`src/rtl/uart_cmd_dispatcher_if.sv`:
```
// Bus bundle between the host UART pair, the command dispatcher and the motor channels.
// The slave modport is the dispatcher's view; the master modport is everything around it.
interface uart_cmd_dispatcher_if #(
  parameter int unsigned NUM_MOTORS = 10
);
  // Receive side (async_receiver)
  logic                     rxValid;
  logic [7:0]               rxData;
  // Motor command slots (motorCtrlSimple_v2)
  logic [32*NUM_MOTORS-1:0] cmdData;
  logic [NUM_MOTORS-1:0]    cmdValid;
  logic [NUM_MOTORS-1:0]    cmdAck;
  // Transmit side (async_transmitter)
  logic                     txStart;
  logic [7:0]               txData;
  logic                     txBusy;
  // Diagnostics
  logic [7:0]               errCount;

  modport master (
    output rxValid, rxData, cmdAck, txBusy,
    input  cmdData, cmdValid, txStart, txData, errCount
  );

  modport slave (
    input  rxValid, rxData, cmdAck, txBusy,
    output cmdData, cmdValid, txStart, txData, errCount
  );
endinterface

```
`src/rtl/uart_cmd_dispatcher.sv`:
```
// Host command dispatcher: parses 5-byte packets (index + 32-bit LSB-first payload), keeps one
// pending command per motor slot with a valid/ack handshake, and answers each packet with a
// one-byte status reply ('K' accepted, 'F' slot full, 'E' bad index) through the UART transmitter.
module uart_cmd_dispatcher #(
  parameter int unsigned NUM_MOTORS     = 10,
  parameter int unsigned TIMEOUT_CYCLES = 24000
) (
  input  logic                 CLK_SE_AR,
  input  logic                 rst_n,
  uart_cmd_dispatcher_if.slave bus
);

  localparam int unsigned GapW = (TIMEOUT_CYCLES > 1) ? $clog2(TIMEOUT_CYCLES) : 1;
  localparam logic [GapW-1:0] GapMax = GapW'(TIMEOUT_CYCLES - 1);

  localparam logic [1:0] StIdle    = 2'd0;
  localparam logic [1:0] StPayload = 2'd1;
  localparam logic [1:0] StCommit  = 2'd2;

  localparam logic [7:0] RepOk   = 8'h4B;  // 'K'
  localparam logic [7:0] RepFull = 8'h46;  // 'F'
  localparam logic [7:0] RepErr  = 8'h45;  // 'E'

  // Parser state
  logic [1:0]      state_q, state_d;
  logic [7:0]      idx_q, idx_d;
  logic [31:0]     shreg_q, shreg_d;
  logic [1:0]      byte_cnt_q, byte_cnt_d;
  logic [GapW-1:0] gap_q, gap_d;
  logic            timeout;

  // Command slots
  logic [32*NUM_MOTORS-1:0] cmd_data_q, cmd_data_d;
  logic [NUM_MOTORS-1:0]    cmd_valid_q, cmd_valid_d;
  logic                     commit;
  logic                     idx_in_range;
  logic                     accept;

  // Reply path and error counter
  logic       reply_pending_q, reply_pending_d;
  logic [7:0] reply_byte_q, reply_byte_d;
  logic       tx_start_q, tx_start_d;
  logic [7:0] tx_data_q, tx_data_d;
  logic       launch;
  logic       drop;
  logic [7:0] err_q, err_d;

  assign commit       = (state_q == StCommit);
  assign idx_in_range = (32'(idx_q) < NUM_MOTORS);

  // Parser next state: index byte, four LSB-first payload bytes, then one commit cycle
  always_comb begin
    state_d    = state_q;
    idx_d      = idx_q;
    shreg_d    = shreg_q;
    byte_cnt_d = byte_cnt_q;
    gap_d      = gap_q;
    timeout    = 1'b0;
    case (state_q)
      StPayload: begin
        if (bus.rxValid) begin
          shreg_d    = {bus.rxData, shreg_q[31:8]};
          byte_cnt_d = byte_cnt_q + 2'd1;
          gap_d      = '0;
          if (byte_cnt_q == 2'd3) begin
            state_d = StCommit;
          end
        end else if (gap_q == GapMax) begin
          // Host went quiet mid-packet: drop the partial packet silently
          state_d = StIdle;
          timeout = 1'b1;
        end else begin
          gap_d = gap_q + GapW'(1);
        end
      end
      default: begin
        // Idle and commit both treat an arriving byte as the next index byte
        if (bus.rxValid) begin
          idx_d      = bus.rxData;
          byte_cnt_d = '0;
          gap_d      = '0;
          state_d    = StPayload;
        end else begin
          state_d = StIdle;
        end
      end
    endcase
  end

  // Parser registers
  always_ff @(posedge CLK_SE_AR) begin
    if (!rst_n) begin
      state_q    <= StIdle;
      idx_q      <= '0;
      shreg_q    <= '0;
      byte_cnt_q <= '0;
      gap_q      <= '0;
    end else begin
      state_q    <= state_d;
      idx_q      <= idx_d;
      shreg_q    <= shreg_d;
      byte_cnt_q <= byte_cnt_d;
      gap_q      <= gap_d;
    end
  end

  // Slot update: a commit wins over a same-cycle ack of the same slot, which frees it for reuse
  always_comb begin
    cmd_valid_d = cmd_valid_q;
    cmd_data_d  = cmd_data_q;
    accept      = 1'b0;
    for (int m = 0; m < NUM_MOTORS; m++) begin
      if (commit && (idx_q == 8'(m)) && (!cmd_valid_q[m] || bus.cmdAck[m])) begin
        cmd_valid_d[m]          = 1'b1;
        cmd_data_d[32*m +: 32]  = shreg_q;
        accept                  = 1'b1;
      end else if (bus.cmdAck[m]) begin
        cmd_valid_d[m] = 1'b0;
      end
    end
  end

  // Slot registers
  always_ff @(posedge CLK_SE_AR) begin
    if (!rst_n) begin
      cmd_valid_q <= '0;
      cmd_data_q  <= '0;
    end else begin
      cmd_valid_q <= cmd_valid_d;
      cmd_data_q  <= cmd_data_d;
    end
  end

  // Launch only when idle and not in the cycle right after a start (busy may not be up yet)
  assign launch = reply_pending_q && !bus.txBusy && !tx_start_q;

  // Reply queue of depth one; a commit that finds an unsent reply overwrites it and counts a drop
  always_comb begin
    reply_pending_d = reply_pending_q;
    reply_byte_d    = reply_byte_q;
    tx_start_d      = 1'b0;
    tx_data_d       = tx_data_q;
    drop            = 1'b0;
    if (launch) begin
      tx_start_d      = 1'b1;
      tx_data_d       = reply_byte_q;
      reply_pending_d = 1'b0;
    end
    if (commit) begin
      reply_pending_d = 1'b1;
      drop            = reply_pending_q && !launch;
      if (!idx_in_range) begin
        reply_byte_d = RepErr;
      end else if (accept) begin
        reply_byte_d = RepOk;
      end else begin
        reply_byte_d = RepFull;
      end
    end
  end

  // Saturating error count; timeout and drop never coincide but are merged to count once anyway
  always_comb begin
    err_d = err_q;
    if ((timeout || drop) && (err_q != 8'hFF)) begin
      err_d = err_q + 8'd1;
    end
  end

  // Reply and error registers
  always_ff @(posedge CLK_SE_AR) begin
    if (!rst_n) begin
      reply_pending_q <= 1'b0;
      reply_byte_q    <= '0;
      tx_start_q      <= 1'b0;
      tx_data_q       <= '0;
      err_q           <= '0;
    end else begin
      reply_pending_q <= reply_pending_d;
      reply_byte_q    <= reply_byte_d;
      tx_start_q      <= tx_start_d;
      tx_data_q       <= tx_data_d;
      err_q           <= err_d;
    end
  end

  assign bus.cmdData  = cmd_data_q;
  assign bus.cmdValid = cmd_valid_q;
  assign bus.txStart  = tx_start_q;
  assign bus.txData   = tx_data_q;
  assign bus.errCount = err_q;

endmodule

```
`src/flat_wrapper.sv`:
```
// flat-port wrapper written by rule: the top's interface ports become plain ports
module uart_cmd_dispatcher_flat 
#(
  parameter int unsigned NUM_MOTORS     = 10,
  parameter int unsigned TIMEOUT_CYCLES = 24000
)
  (CLK_SE_AR, rst_n, bus_rxValid, bus_rxData, bus_cmdAck, bus_txBusy, bus_cmdData, bus_cmdValid, bus_txStart, bus_txData, bus_errCount);
  uart_cmd_dispatcher_if #(.NUM_MOTORS(NUM_MOTORS)) bus_i ();
  input  logic CLK_SE_AR;
  input  logic rst_n;
  input wire logic [$bits(bus_i.rxValid)-1:0] bus_rxValid;
  input wire logic [$bits(bus_i.rxData)-1:0] bus_rxData;
  input wire logic [$bits(bus_i.cmdAck)-1:0] bus_cmdAck;
  input wire logic [$bits(bus_i.txBusy)-1:0] bus_txBusy;
  output wire logic [$bits(bus_i.cmdData)-1:0] bus_cmdData;
  output wire logic [$bits(bus_i.cmdValid)-1:0] bus_cmdValid;
  output wire logic [$bits(bus_i.txStart)-1:0] bus_txStart;
  output wire logic [$bits(bus_i.txData)-1:0] bus_txData;
  output wire logic [$bits(bus_i.errCount)-1:0] bus_errCount;
  assign bus_i.rxValid = bus_rxValid;
  assign bus_i.rxData = bus_rxData;
  assign bus_i.cmdAck = bus_cmdAck;
  assign bus_i.txBusy = bus_txBusy;
  assign bus_cmdData = bus_i.cmdData;
  assign bus_cmdValid = bus_i.cmdValid;
  assign bus_txStart = bus_i.txStart;
  assign bus_txData = bus_i.txData;
  assign bus_errCount = bus_i.errCount;
  uart_cmd_dispatcher #(.NUM_MOTORS(NUM_MOTORS), .TIMEOUT_CYCLES(TIMEOUT_CYCLES)) u_core (.CLK_SE_AR(CLK_SE_AR), .rst_n(rst_n), .bus(bus_i));
endmodule
```
`config.mk`:
```
export PLATFORM = sky130hd
export DESIGN_NAME = uart_cmd_dispatcher_flat
export DESIGN_NICKNAME = d
export VERILOG_FILES = /design/src/rtl/uart_cmd_dispatcher_if.sv /design/src/rtl/uart_cmd_dispatcher.sv /design/src/flat_wrapper.sv
export SDC_FILE = /design/constraint.sdc
export NUM_CORES = 1
export LEC_CHECK = 0
export ABC_CLOCK_PERIOD_IN_PS = 2400
export BUFFER_PORTS_ARGS = -buffer_cell sky130_fd_sc_hd__buf_2
export CAP_MARGIN = 20
export CORE_UTILIZATION = 54
export DETAILED_ROUTE_END_ITERATION = 8
export MAX_ROUTING_LAYER = met4
export PLACE_DENSITY = 0.8
export REMOVE_ABC_BUFFERS = 1
export SLEW_MARGIN = 25
export SYNTH_ARGS = -nofsm -noshare
export SYNTH_HDL_FRONTEND = slang
export SYNTH_SLANG_ARGS = --single-unit
```
`constraint.sdc`:
```
create_clock -name CLK_SE_AR -period 2.4 [get_ports CLK_SE_AR]
set_input_delay 0.36 -clock CLK_SE_AR [delete_from_list [all_inputs] [get_ports CLK_SE_AR]]
set_output_delay 0.36 -clock CLK_SE_AR [all_outputs]
set_load 0.01 [all_outputs]
```
==> metrics.yaml, run 1 <==
outcome: "completed"
dp_hpwl_mm: 31.9
viasPerCell: 5.45
dp.cells: 2468
clk_path_buf_depth: 3
root_buffer: "clkbuf_16"
powerDensity_mw_per_mm2: 705
grt_start_max_net_pins: 142
ys_ff_latch: 409
gp_congestion: 0.875
io_pins: 369
grt_overflow: 0
crit_path_start: "u_core.idx_q[2]"
leakage_nw: 7.60
cts_tree: "built"
h-tree-depth: 2
die_width_um: 172
drive_gt1_share_pct: 23.3
critPathTopFamily: "simple AND/OR/NAND/NOR gates"
final_cells: 2545
setup_viol: 0
slew_headroom_pct: 54.1
numCtsBuffers: 42
worstPathRequired_ps: 2850
io_buffer_count: 365
clock-sinks: 409
die-area_mm2: 0.0296
synthArstFlopShare_pct: 0
ant_nets: 0
cp_cell_sequence: "and4bb_1 -> and3_1 -> and3_2 -> buf_4 -> nand2_1 -> a21boi_0"
yosysMostFrequentCell: "nand2_1"
skew_ps: 12.9
path_max_fanout: 16
crit_type: "register to register"
clockPowerShare_pct: 46.5
ir_worst_vdd_mv: 0.555
wl_per_cell_um: 18.5
fmax_ghz: 0.448
fp-row-count: 61
p_switching_w: 0.00286
synth.area.top_cells: "dfxtp_1 (52%), nand2_1 (15%), a21boi_0 (10%)"
fill_cells: 2307
timing.final.crit_share_pct: 93.1
cp_slowest_stage_delay_ps: 480
worstReg2RegStart: "u_core.idx_q[2]"
place_ws_ps: 231
synth_ff_type: "dfxtp_1"
switching_share_pct: 21.4
cts_setup_buffers: 0
wl_mm: 47.1
grt_pass1_vias: 13000
yosys_warnings: 0
finalCoreUtilization_pct: 67.5
min_from: "bus_rxData[0]"
grt_pass1_wl_mm: 70.0
antenna_found_initial: 0
drt-pass1-iter-count: 5
synth_edf_count: 0
area_growth_pct: 21.5
final-seq-area_mm2: 0.00819
cpMaxStageDelayCell: "dfxtp_1"
crit_path_start_kind: "register"
setup_ws_ps: 166
drt_iter0_markers: 1128
synth.top_cell.area_share_pct: 52.4
power.total_w: 0.0134
multi_input_area_mm2: 0.00670
synth-seq-area-share_pct: 52.4
cap_viol_max_count: 0
combPwrFrac_pct: 2.4
layout.nets: 2159
worst_slew_pin_slew_ps: 685
drc: 0
crit_arrival_ps: 2680
grt_usage_pct: 31.5
fin_area_mm2: 0.0190
hold_viol: 0
placed_area_mm2: 0.0177
synthTopCellsByCount: "nand2_1 (639), dfxtp_1 (409), a21boi_0 (208)"
clkLatencyLatePin_ps: 540
synthCells: 1840
slew_viol_final: 0
ctsHoldBuffers: 0
postCtsResizedCells: 0
cp_num_buf_inv: 1
ys_types: 54
antenna_cells: 0
seqPwrFrac_pct: 51.1
synth.largest_area_cell: "dfxtp_1"
synth.avg_cell_area_um2: 8.50
intPower_w: 0.0105
initial_utilization_pct: 55.5
hold_class: "input port to register"
dr_total_vias: 13900
syn_area_mm2: 0.0156
coreArea_mm2: 0.0282
clkTransAtPathRegs_ps: 60
cp-end-kind: "register"
rsz0062_at_grt: "false"
min_period_ps: 2230
die_h_um: 172
-- registers in the layout (all words and copies together) (netlist names) --
| signal | cells |
|---|---|
| u_core.bus.cmdData | 320 |
| u_core.bus.cmdValid | 10 |
| u_core.bus.errCount | 8 |
| u_core.bus.txData | 5 |
| u_core.bus.txStart | 1 |
| u_core.byte_cnt_q | 2 |
| u_core.gap_q | 15 |
| u_core.idx_q | 8 |
| u_core.reply_byte_q | 5 |
| u_core.reply_pending_q | 1 |
| u_core.shreg_q | 32 |
| u_core.state_q | 2 |
-- cells in the final DEF, fill, tap and decap left out, types with 4 or more instances in the layout --
cell | Yosys | final
nand2_1 | 639 | 638
dfxtp_1 | 409 | 409
buf_2 | 41 | 364
a21boi_0 | 208 | 208
a21boi_1 | 103 | 103
nand3_1 | 90 | 82
o21ai_0 | 70 | 70
clkbuf_16 | 0 | 43
buf_4 | 17 | 43
nor2_1 | 20 | 19
clkbuf_1 | 98 | 17
nand2b_1 | 14 | 14
nor2b_1 | 13 | 13
mux2i_1 | 11 | 11
clkbuf_8 | 0 | 9
nand3_2 | 0 | 8
xnor2_1 | 8 | 8
and3_1 | 13 | 7
inv_1 | 7 | 7
nand4_1 | 7 | 7
buf_12 | 0 | 7
and3_2 | 0 | 6
a21oi_1 | 6 | 6
clkinv_2 | 0 | 5
a211oi_1 | 4 | 4
-- power groups by stage --
stage,Clock (W),Sequential [W],Combinational (W)
finish,0.00623,0.00685,0.000323
global route,0.00657,0.00685,0.000344
detailed placement,0,0.00700,0.000317
global placement,0,0.00700,0.000311
floorplan,0,0.00698,0.000148
CTS,0.00628,0.00685,0.000319
-- worst min-delay path: cells and delay by family --
kind	cells	cell delay (ps)
buffers and inverters	1	110
and+or+nand+nor	1	50
AOI/OAI and AO/OA	1	60
-- final cells by class --
| type | count | area share (%) |
|---|---|---|
| sequential | 409 | 43.1 |
| multi-input combinational | 1259 | 35.3 |
| timing repair buffer | 415 | 12.1 |
| clock buffer | 69 | 6.65 |
| tap | 378 | 2.49 |
| clock inverter | 8 | 0.270 |
| inverter | 7 | 0.138 |
-- metal layers --
layer | share of wire, % | vias up | wire, um | GRT usage [%]
li1 | - | 6628 | - | -
met1 | 40 | 6537 | 18800 | 35.6
met2 | 47 | 569 | 21900 | 51.1
met3 | 8.7 | 146 | 4120 | 8.10
met4 | 4.9 | 0 | 2310 | 16.6
met5 | 0 | - | 0 | -
-- final timing paths --
kind,cells after the start,end,slack [ps]
worst max-delay path,6,u_core.bus.cmdData[224],170
worst min-delay path,3,u_core.shreg_q[24],90
worst max register to register,6,u_core.bus.cmdData[224],170
worst min register to register,2,u_core.bus.cmdData[48],450
-- stage by stage --
step                      hold WS (ps)  setup TNS (ps)
after global routing               104               0
final                             92.1               0
after global placement             435               0
after floorplan                    440          -15240
after detailed placement           442               0
after CTS                         88.9               0
-- kinds of logic after synthesis --
kind of cell,after synthesis,synth area share (%)
simple gates,821,22.1
flops,409,52.4
compound gates,408,18.5
buf+inv,174,5.20
mux,13,0.921
xor+xnor,11,0.616
fa+ha+maj,3,0.240
other cells,1,0.0240
Note: power is estimated with default switching activity, not from simulation.
==> run 2: changes to the inputs <==
- CORE_ASPECT_RATIO: default -> 1.25
- CTS_BUF_LIST: default -> sky130_fd_sc_hd__clkbuf_16
==> metrics.yaml, run 2 (synthesized netlist as in run 1, its figures left out) <==
cts_setup_buffers: 0  # unchanged
ir_worst_vdd_mv: 0.549  # was 0.555 mV
clkLatencyLatePin_ps: 530  # was 540 ps
largest_reg_flops: 320  # unchanged
io_buffer_count: 365  # unchanged
dp_hpwl_mm: 29.6  # was 31.9 mm
io_pins: 369  # unchanged
numCtsBuffers: 41  # was 42
final_cells: 2511  # was 2545
cp_cell_sequence: "or4_4 -> nor3b_4 -> and4_2 -> buf_12 -> nand2_1 -> a21boi_1"  # was and4bb_1 -> and3_1 -> and3_2 -> buf_4 -> nand2_1 -> a21boi_0
rsz0062_at_grt: "false"  # unchanged
postCtsResizedCells: 0  # unchanged
grt_start_max_net_pins: 99  # was 142
dp.cells: 2436  # was 2468
drive_gt1_share_pct: 22.6  # was 23.3%
area_growth_pct: 21.1  # was 21.5%
hold_viol: 0  # unchanged
die_h_um: 192  # was 172 um
crit_type: "register to register"  # unchanged
min_period_ps: 2200  # was 2230 ps
cp-end-kind: "register"  # unchanged
slew_headroom_pct: 51.7  # was 54.1%
die-area_mm2: 0.0296  # about the same
timing.final.crit_share_pct: 91.8  # was 93.1%
h-tree-depth: 2  # unchanged
fin_area_mm2: 0.0189  # was 0.0190 mm2
outcome: "completed"  # unchanged
viasPerCell: 5.50  # was 5.45
layout_common_cells: "nand2_1 (638), dfxtp_1 (409), buf_2 (364)"  # unchanged
worst_slew_pin_slew_ps: 722  # was 685 ps
final-seq-area_mm2: 0.00819  # unchanged
clock-sinks: 409  # unchanged
die_width_um: 154  # was 172 um
ctsHoldBuffers: 0  # unchanged
coreArea_mm2: 0.0284  # was 0.0282 mm2
clk_path_buf_depth: 3  # unchanged
drc: 0  # unchanged
wl_mm: 44.8  # was 47.1 mm
final_common_cell: "nand2_1"  # unchanged
dr_total_vias: 13800  # was 13.9k
powerDensity_mw_per_mm2: 704  # was 705 mW/mm2
layout.nets: 2149  # was 2159
grt_pass1_wl_mm: 68.8  # was 70.0 mm
cp_slowest_stage_delay_ps: 590  # was 480 ps
grt_pass1_vias: 12800  # was 13.0k
cpMaxStageDelayCell: "or4_4"  # was dfxtp_1
cap_viol_max_count: 0  # unchanged
hold_class: "input port to register"  # unchanged
fill_cells: 2328  # was 2307
worstPathRequired_ps: 2850  # about the same
setup_tns_ps: 0  # unchanged
holdWs_ps: 105  # was 92.1 ps
grt_overflow: 0  # unchanged
crit_path_start_kind: "register"  # unchanged
crit_arrival_ps: 2650  # was 2680 ps
root_buffer: "clkbuf_16"  # unchanged
skew_ps: 23.1  # was 12.9 ps
placed_area_mm2: 0.0176  # was 0.0177 mm2
path_max_fanout: 32  # was 16
initial_utilization_pct: 55.0  # was 55.5%
fp-row-count: 69  # was 61
cts_tree: "built"  # unchanged
setup_viol: 0  # unchanged
wl_per_cell_um: 17.8  # was 18.5 um
fmax_ghz: 0.454  # was 0.448 GHz
drt_iter0_markers: 1036  # was 1128
clkTransAtPathRegs_ps: 60  # about the same
multi_input_area_mm2: 0.00670  # unchanged
antenna_cells: 0  # unchanged
antenna_found_initial: 0  # unchanged
ant_nets: 0  # unchanged
slew_viol_final: 0  # unchanged
drt-pass1-iter-count: 5  # unchanged
grt_usage_pct: 30.3  # was 31.5%
gp_congestion: 0.919  # was 0.875
leakage_nw: 7.62  # was 7.60 nW
[run 2: metrics by stage]
stage / power, W / setup WS (ps) / util (%)
2_1_floorplan: 0.00713 / -249 / -
3_3_place_gp: 0.00732 / 306 / 62.1
3_5_place_dp: 0.00732 / 235 / 62.1
4_1_cts: 0.0134 / 210 / 66.7
5_1_grt: 0.0137 / 85.0 / 66.7
6_report: 0.0133 / 197 / 66.7
[run 2: final cells by class]
class | count | share of cell area (%)
clock buffer | 43 | 5.68
clock inverter | 32 | 1.16
inverter | 7 | 0.139
multi-input combinational | 1259 | 35.4
sequential | 409 | 43.2
tap | 355 | 2.35
timing repair buffer | 406 | 12.1
[run 2: metal layers]
metal / global-route usage (%) / vias up / share of wire [%]
li1: - / 6586 / -
met1: 34.4 / 6498 / 38
met2: 51.2 / 565 / 50
met3: 4.60 / 157 / 6.4
met4: 17.4 / 0 / 5.6
met5: - / - / 0
[run 2: report_power, final]
part	switching (W)	internal [W]	total (W)
registers	0.0000453	0.00681	0.00685
logic	0.000187	0.000138	0.000325
clock network	0.00259	0.00356	0.00615
[run 2: path summary, 6_finish.rpt]
path                                               from                 endpoint  slack [ps]  depth (start not counted)
worst max-delay path                    u_core.idx_q[1]  u_core.bus.cmdData[312]         200                          6
worst min-delay path                      bus_rxData[7]       u_core.shreg_q[31]         100                          3
worst max register to register          u_core.idx_q[1]  u_core.bus.cmdData[312]         200                          6
worst min register to register  u_core.bus.cmdData[218]  u_core.bus.cmdData[218]         450                          2
[run 2: critical path, delay by kind of cell (launching register included)]
family | cells | cell delay, ps
simple gates | 4 | 1400
flops | 1 | 340
buf+inv | 1 | 210
compound gates | 1 | 170
